[src/rtl/clock_div_multi.sv]
// ---------------------------------------------------------------------------
// clock_div_multi
//   N-channel programmable clock divider. Each channel counts system clock
//   cycles against a half-period divisor and toggles its divided clock every
//   `div` enabled cycles, giving a 50% duty output with period 2*div. A tick
//   strobe marks the first cycle of every high phase.
//
//   New divisors arrive through a valid/ready load port into a per-channel
//   shadow register. The shadow only takes effect at the end of a full output
//   period (the high->low wrap), so no output phase is ever cut short. While a
//   shadow is waiting, further loads to that channel are back-pressured.
//
// Ports
//   clk         in   system clock, all state on posedge
//   reset       in   synchronous, active-high; beats every other input
//   en          in   per-channel count enable
//   sync        in   restart all channels phase-aligned, low, at count 0
//   load_valid  in   divisor load request
//   load_ch     in   target channel of the load
//   load_div    in   new half-period divisor (0 is treated as 1)
//   load_ready  out  load accepted on load_valid && load_ready
//   clk_out     out  divided clocks
//   tick        out  one-cycle strobe at each rising edge of clk_out
//   pending     out  channel has a shadow divisor waiting to apply
// ---------------------------------------------------------------------------
module clock_div_multi #(
  parameter int CHANNELS    = 2,
  parameter int WIDTH       = 16,
  parameter int DEFAULT_DIV = 50,
  localparam int CHW        = (CHANNELS > 1) ? $clog2(CHANNELS) : 1
) (
  input  logic                clk,
  input  logic                reset,
  input  logic [CHANNELS-1:0] en,
  input  logic                sync,
  input  logic                load_valid,
  input  logic [CHW-1:0]      load_ch,
  input  logic [WIDTH-1:0]    load_div,
  output logic                load_ready,
  output logic [CHANNELS-1:0] clk_out,
  output logic [CHANNELS-1:0] tick,
  output logic [CHANNELS-1:0] pending
);

  logic [CHANNELS-1:0] ch_match;
  logic [CHANNELS-1:0] ch_accept;
  logic [CHANNELS-1:0] pending_q;
  logic                ch_in_range;
  logic                ch_blocked;
  logic [WIDTH-1:0]    div_clamped;

  // A zero divisor would never wrap; run it as the fastest legal rate.
  assign div_clamped = (load_div == '0) ? WIDTH'(1) : load_div;

  // Channel decode is done by equality per channel rather than a magnitude
  // compare, so an index that cannot address any channel simply matches none.
  genvar gi;
  generate
    for (gi = 0; gi < CHANNELS; gi++) begin : g_match
      assign ch_match[gi] = (load_ch == CHW'(gi));
    end
  endgenerate

  assign ch_in_range = |ch_match;
  assign ch_blocked  = |(ch_match & pending_q);

  // Out-of-range requests are always "accepted" and then dropped.
  assign load_ready  = !ch_in_range || !ch_blocked;
  assign ch_accept   = {CHANNELS{load_valid && load_ready}} & ch_match;
  assign pending     = pending_q;

  generate
    for (gi = 0; gi < CHANNELS; gi++) begin : g_ch
      logic [WIDTH-1:0] cnt_q, cnt_d;
      logic [WIDTH-1:0] div_q, div_d;
      logic [WIDTH-1:0] shadow_q, shadow_d;
      logic             clk_q, clk_d;
      logic             tick_q, tick_d;
      logic             pend_q, pend_d;
      logic             wrap;

      // div_q is never 0, and cnt restarts at 0 whenever div changes, so a
      // >= compare is equivalent to == here but cannot run away past the end.
      assign wrap = (cnt_q >= (div_q - WIDTH'(1)));

      always_comb begin
        cnt_d    = cnt_q;
        div_d    = div_q;
        shadow_d = shadow_q;
        clk_d    = clk_q;
        tick_d   = 1'b0;
        pend_d   = pend_q;

        if (sync) begin
          // Phase-align restart; whatever divisor is queued takes effect now.
          cnt_d = '0;
          clk_d = 1'b0;
          if (ch_accept[gi]) begin
            div_d    = div_clamped;
            shadow_d = div_clamped;
            pend_d   = 1'b0;
          end else if (pend_q) begin
            div_d  = shadow_q;
            pend_d = 1'b0;
          end
        end else begin
          if (en[gi]) begin
            if (wrap) begin
              cnt_d = '0;
              clk_d = ~clk_q;
              if (!clk_q) begin
                tick_d = 1'b1;
              end else if (pend_q) begin
                // End of a full period: the low phase starting now uses the
                // new divisor.
                div_d  = shadow_q;
                pend_d = 1'b0;
              end
            end else begin
              cnt_d = cnt_q + WIDTH'(1);
            end
          end else if (pend_q) begin
            // Stopped channel: nothing to protect, apply straight away. The
            // held phase then lasts the new div from here, never less.
            div_d  = shadow_q;
            pend_d = 1'b0;
            cnt_d  = '0;
          end

          // ch_accept implies pend_q was clear, so this never collides with
          // an apply above.
          if (ch_accept[gi]) begin
            shadow_d = div_clamped;
            pend_d   = 1'b1;
          end
        end
      end

      always_ff @(posedge clk) begin
        if (reset) begin
          cnt_q    <= '0;
          div_q    <= WIDTH'(DEFAULT_DIV);
          shadow_q <= WIDTH'(DEFAULT_DIV);
          clk_q    <= 1'b0;
          tick_q   <= 1'b0;
          pend_q   <= 1'b0;
        end else begin
          cnt_q    <= cnt_d;
          div_q    <= div_d;
          shadow_q <= shadow_d;
          clk_q    <= clk_d;
          tick_q   <= tick_d;
          pend_q   <= pend_d;
        end
      end

      assign clk_out[gi]   = clk_q;
      assign tick[gi]      = tick_q;
      assign pending_q[gi] = pend_q;
    end
  endgenerate

endmodule

[config.mk]
export PLATFORM = sky130hd
export DESIGN_NAME = clock_div_multi
export DESIGN_NICKNAME = d
export VERILOG_FILES = /design/src/rtl/clock_div_multi.sv
export SDC_FILE = /design/constraint.sdc
export NUM_CORES = 1
export LEC_CHECK = 0
export CAP_MARGIN = 20
export CORE_UTILIZATION = 39
export CTS_CLUSTER_DIAMETER = 80
export DETAILED_ROUTE_END_ITERATION = 7
export GPL_TIMING_DRIVEN = 1
export PLACE_DENSITY = 0.63
export SLEW_MARGIN = 20
export SYNTH_ARGS = -nofsm -noshare
export SYNTH_HDL_FRONTEND = slang
export SYNTH_SLANG_ARGS = --single-unit
[constraint.sdc]
create_clock -name clk -period 8.1 [get_ports clk]
set_input_delay 1.62 -clock clk [delete_from_list [all_inputs] [get_ports clk]]
set_output_delay 1.62 -clock clk [all_outputs]
set_load 0.01 [all_outputs]
Word level (Yosys, flattened, before mapping) --
Index checks and enable logic that the tools add are counted. W data, S select, Z words.
Word-level totals: flip-flop bits (word level) 102, bits of input ports 23, output and inout port bits 7, logic and storage cells 79
Cells by class: $add $sub $neg 4, order comparisons 2, equality and inequality tests 8, multiplexer cells 29, bitwise gates (word level) 9, reductions and logical operators 15
Operator list (count):
- $mux W16 | 19
- $add A16 B1 Y16 const B | 2
- $ge A16 B16 Y1 | 2
- $sub A16 B1 Y16 const B | 2
- $ne A3 B1 Y1 const B | 8
- $logic_not A16 Y1 | 1
- $reduce_and A2 Y1 | 6
- $mux W1 | 10
- $reduce_or A4 Y1 | 2
- $not A1 Y1 | 7
- $and A2 B2 Y2 | 2
- $reduce_bool A2 Y1 | 2
- $reduce_or A2 Y1 | 2
- $logic_and A1 B1 Y1 | 1
- $logic_not A1 Y1 | 1

Logic depth before layout (Yosys ltp) --
depth after elaboration 8, mapped depth 15, depth with buffers taken out 13

Worst setup path before layout --
OpenSTA, ideal clock, no wires.
kind input to output, from input load_ch, to output load_ready, data arrival time 1.878 ns, data required time 6.480 ns, slack 4.602 ns, stages 1, buffers on the path 0, path through mux2i_1
Between the ends: word-level cells in the longest chain between the ends 4
Ends and longest elaborated chain:
- start: declaration | RTL line 37 | input logic [CHW-1:0] load_ch,
- $not A1 Y1 | RTL line 60 | assign ch_match[gi] = (load_ch == CHW'(gi));
- $and A2 B2 Y2 (*) | RTL line 65 | assign ch_blocked = |(ch_match & pending_q);
- $reduce_or A2 Y1 (*) | RTL line 65
- $logic_not A1 Y1 (*) | RTL line 68 | assign load_ready = !ch_in_range || !ch_blocked;
- end: declaration | RTL line 39 | output logic load_ready,
Every way passes the cells marked *; elsewhere a longest branch is shown, timed or not.

Worst setup path in the final report --
Same ends and word-level chain as after synthesis.

==> key figures <==
Run status
  – Status: complete, no violations

Synthesis
  – #FFs+latches synth: a little over 100
  – YS warnings: 0
  – Largest family of logic cells by synthesized area: simple AND/OR/NAND/NOR gates
  – Largest area contributor in the netlist: dfxtp_1
  – Simple-Gate Fraction of Synth Area: about a quarter
  – Synth Instances: about 770
  – Post-synthesis sequential area ratio: approximately 33%
  – Syn Nets: 828
  – Synth Area in Compound Gates: about 15%
  – Post-synthesis xor/xnor area fraction: 4.07%
  – Syn Area/Cell: between 8 and 9 um2
  – Post-synth top area share: between 30 and 40%
  – Top cells by area, synth: dfxtp_1 33%, mux2i_1 10%, nand2_1 7.4%, ha_1 7.2%, a21oi_1 5.5%
  – Ys async rst share: 0%
  – Unique masters post-synth: 60
  – Post-synth EDFFs: 0
  – Mux share of post-synthesis cell area: 10.4%
  – Area of the mapped netlist: 6240 um2
  – Synth Flop Type: dfxtp_1
  – Adder-Cell Fraction of Synth Area: 7.22%

Finish
  – Post-Layout Cell Count: 990
  – Ant. Diodes: 0
  – Area Overhead vs Synth: 10.4%
  – Highest-count cells in the layout ignoring fill and taps: 123 x nand2_1, 102 x dfxtp_1, 83 x nor2_1
  – Share of layout cells above drive strength 1: roughly 5.3%
  – Nets: between 800 and 900
  – Commonest non-fill, non-tap cell in the layout: nand2_1

Clocking
  – Postcts setup bufs: 0
  – Post-CTS Hold Fix Bufs: 0
  – CTS tree: yes
  – Root buf cell: clkbuf_16
  – Post-cts gate resize count: 0
  – Worst-Skew Late Latency: roughly 360 ps
  – CTS Sinks: roughly 100
  – Clock buffer depth: 2
  – Clk pin slew, worst setup/hold paths: about 70 ps
  – Htree depth: 3
  – CTS Buf Count: 9

Global routing
  – Largest net degree at the start of global routing: 67
  – Vias in the first global route: ~4700
  – Tot GR Track Use: a little under a fifth
  – Global-route wire length before repair: between 20 and 25 mm
  – Total gr overflow: 0
  – Initial antenna violation count: 0

Drt
  – Vias/cell: 5.24
  – Drt wl/cell: ~15 um
  – Initial DRC Count: between 300 and 400
  – Pre-antenna DRT Iters: 4
  – DR vias: approximately 5200
  – # DRC: 0
  – Antenna-violating nets left: 0
  – WL final: around 14 mm

STA
  – Min Tclk post-route: roughly 4600 ps
  – Worst Tran Pin Value: ~1100 ps
  – Hold Fails Final Rpt: 0
  – Final Slew Violations: 0
  – Fin crit share: roughly 56%
  – Clock Skew: approximately 11 ps
  – Slew HR: between 20% and 30%
  – Worst Slack Setup Final: 3540 ps
  – Final setup viols: 0
  – Fmax achieved: approximately 220 MHz
  – Sum Neg Setup Slack: 0 ps
  – RSZ-0062 raised after global routing: no

Worst setup path
  – Worst Path Max Fanout: 5
  – Required @ worst endpoint: between 6000 and 7000 ps
  – Crit path kind: input pin to output port
  – Crit path arrival time: around 2900 ps
  – R2r worst-path depth: 12
  – Startpoint Class: input pin
  – Endpoint class of the critical path: output port

Place
  – Place WS: 3550 ps
  – Port Buf Inserts: 29
  – Hpwl dp: between 10 and 15 mm
  – # placed instances: about 970
  – Routability cong.: about 0.79

Pwr
  – Max rail drop VDD: 0.100 mV
  – PD cells: ~160 nW/um2
  – Static leakage: 2.62 nW

Die
  – Die W: between 100 and 150 um
  – Die area: about 17000 um2
  – Rows: between 40 and 50
  – I/O pin count: 30
  – Core ar.: 15400 um2
  – Die height: ~130 um
  – Initial Util: 40.4%

Job
  – Number of max-cap violations: 0

Hold path
  – Hold path depth: 2
  – HP Class: flop to flop
[sequential cells by signal, summed over array words and instances (netlist names)]
register	count
g_ch.tick_q	2
g_ch.cnt_q	32
g_ch.div_q	32
g_ch.clk_q	2
g_ch.shadow_q	32
g_ch.pend_q	2
[cell usage after synthesis (3+ instances only)]
cell      number
o21ai_0       30
xnor2_1       23
a21oi_1       68
nor2b_1        3
nand3_1       24
xor2_1         6
a211o_1        7
nand2_1      123
inv_1         23
ha_1          36
and3_1         9
nand4_1        9
a21o_1         5
o211ai_1       4
nand2b_1       5
a31oi_1       11
clkbuf_1      22
a211oi_1       4
nor2_1        83
or3_1          5
buf_4          9
clkbuf_8       3
dfxtp_1      102
a22o_1         6
mux2i_1       65
nand3b_1       7
nor4_1        10
nor3_1        19
o21bai_1       3
or4_1          3
buf_2          3
[worst max-delay path, cell delays in order]
cell	delay (ps)
clkdlybuf4s50_1	560
mux2i_1	200
clkdlybuf4s50_1	550
[kinds of logic after synthesis]
family | Yosys count
AO/OA/AOI/OAI | 149
XOR/XNOR | 29
adder cells (fa/ha/maj) | 36
buffers and inverters | 65
flip-flops | 102
multiplexers | 65
AND/OR/NAND/NOR | 323
[per-stage QoR]
stage          cell area, um2  hold WS (ps)  power, mW  util (%)
2_1_floorplan            6240           436      0.664         -
3_3_place_gp             6590           443      0.703      42.7
3_5_place_dp             6590           449      0.706      42.7
4_1_cts                  6880           459       1.14      44.6
5_1_grt                  6890           479       1.18      44.6
6_report                 6890           457       1.13      44.6
[where the power goes]
group | leakage, nW | switching [mW] | internal, mW | total (mW)
sequential | 0.830 | 0.0165 | 0.519 | 0.535
clock | 0.140 | 0.216 | 0.218 | 0.434
combinational | 1.65 | 0.0893 | 0.0691 | 0.158
[area by class of cell]
class | instances | area [um2]
clock buffer | 10 | 229
clock inverter | 6 | 63.8
fill | 1596 | 8540
inverter | 23 | 86.3
multi-input combinational | 602 | 3860
sequential | 102 | 2040
tap | 211 | 264
timing repair buffer | 36 | 338
[per-layer routing]
metal,share of wire (%),track usage [%],vias up
met3,4.4,2.99,16
li1,-,-,2716
met1,52,26.2,2366
met2,43,27.5,87
met5,0,0,-
met4,1.5,6.44,0
[path summary, 6_finish.rpt]
check	from	to	slack [ps]
worst max-delay path	load_ch	load_ready	3540
worst min-delay path	g_ch[1].shadow_q[14]	g_ch[1].shadow_q[14]	460
worst max register to register	g_ch[1].div_q[2]	g_ch[1].div_q[4]	3750
worst min register to register	g_ch[1].shadow_q[14]	g_ch[1].shadow_q[14]	460
No activity file was read; power rests on OpenSTA's default activity.
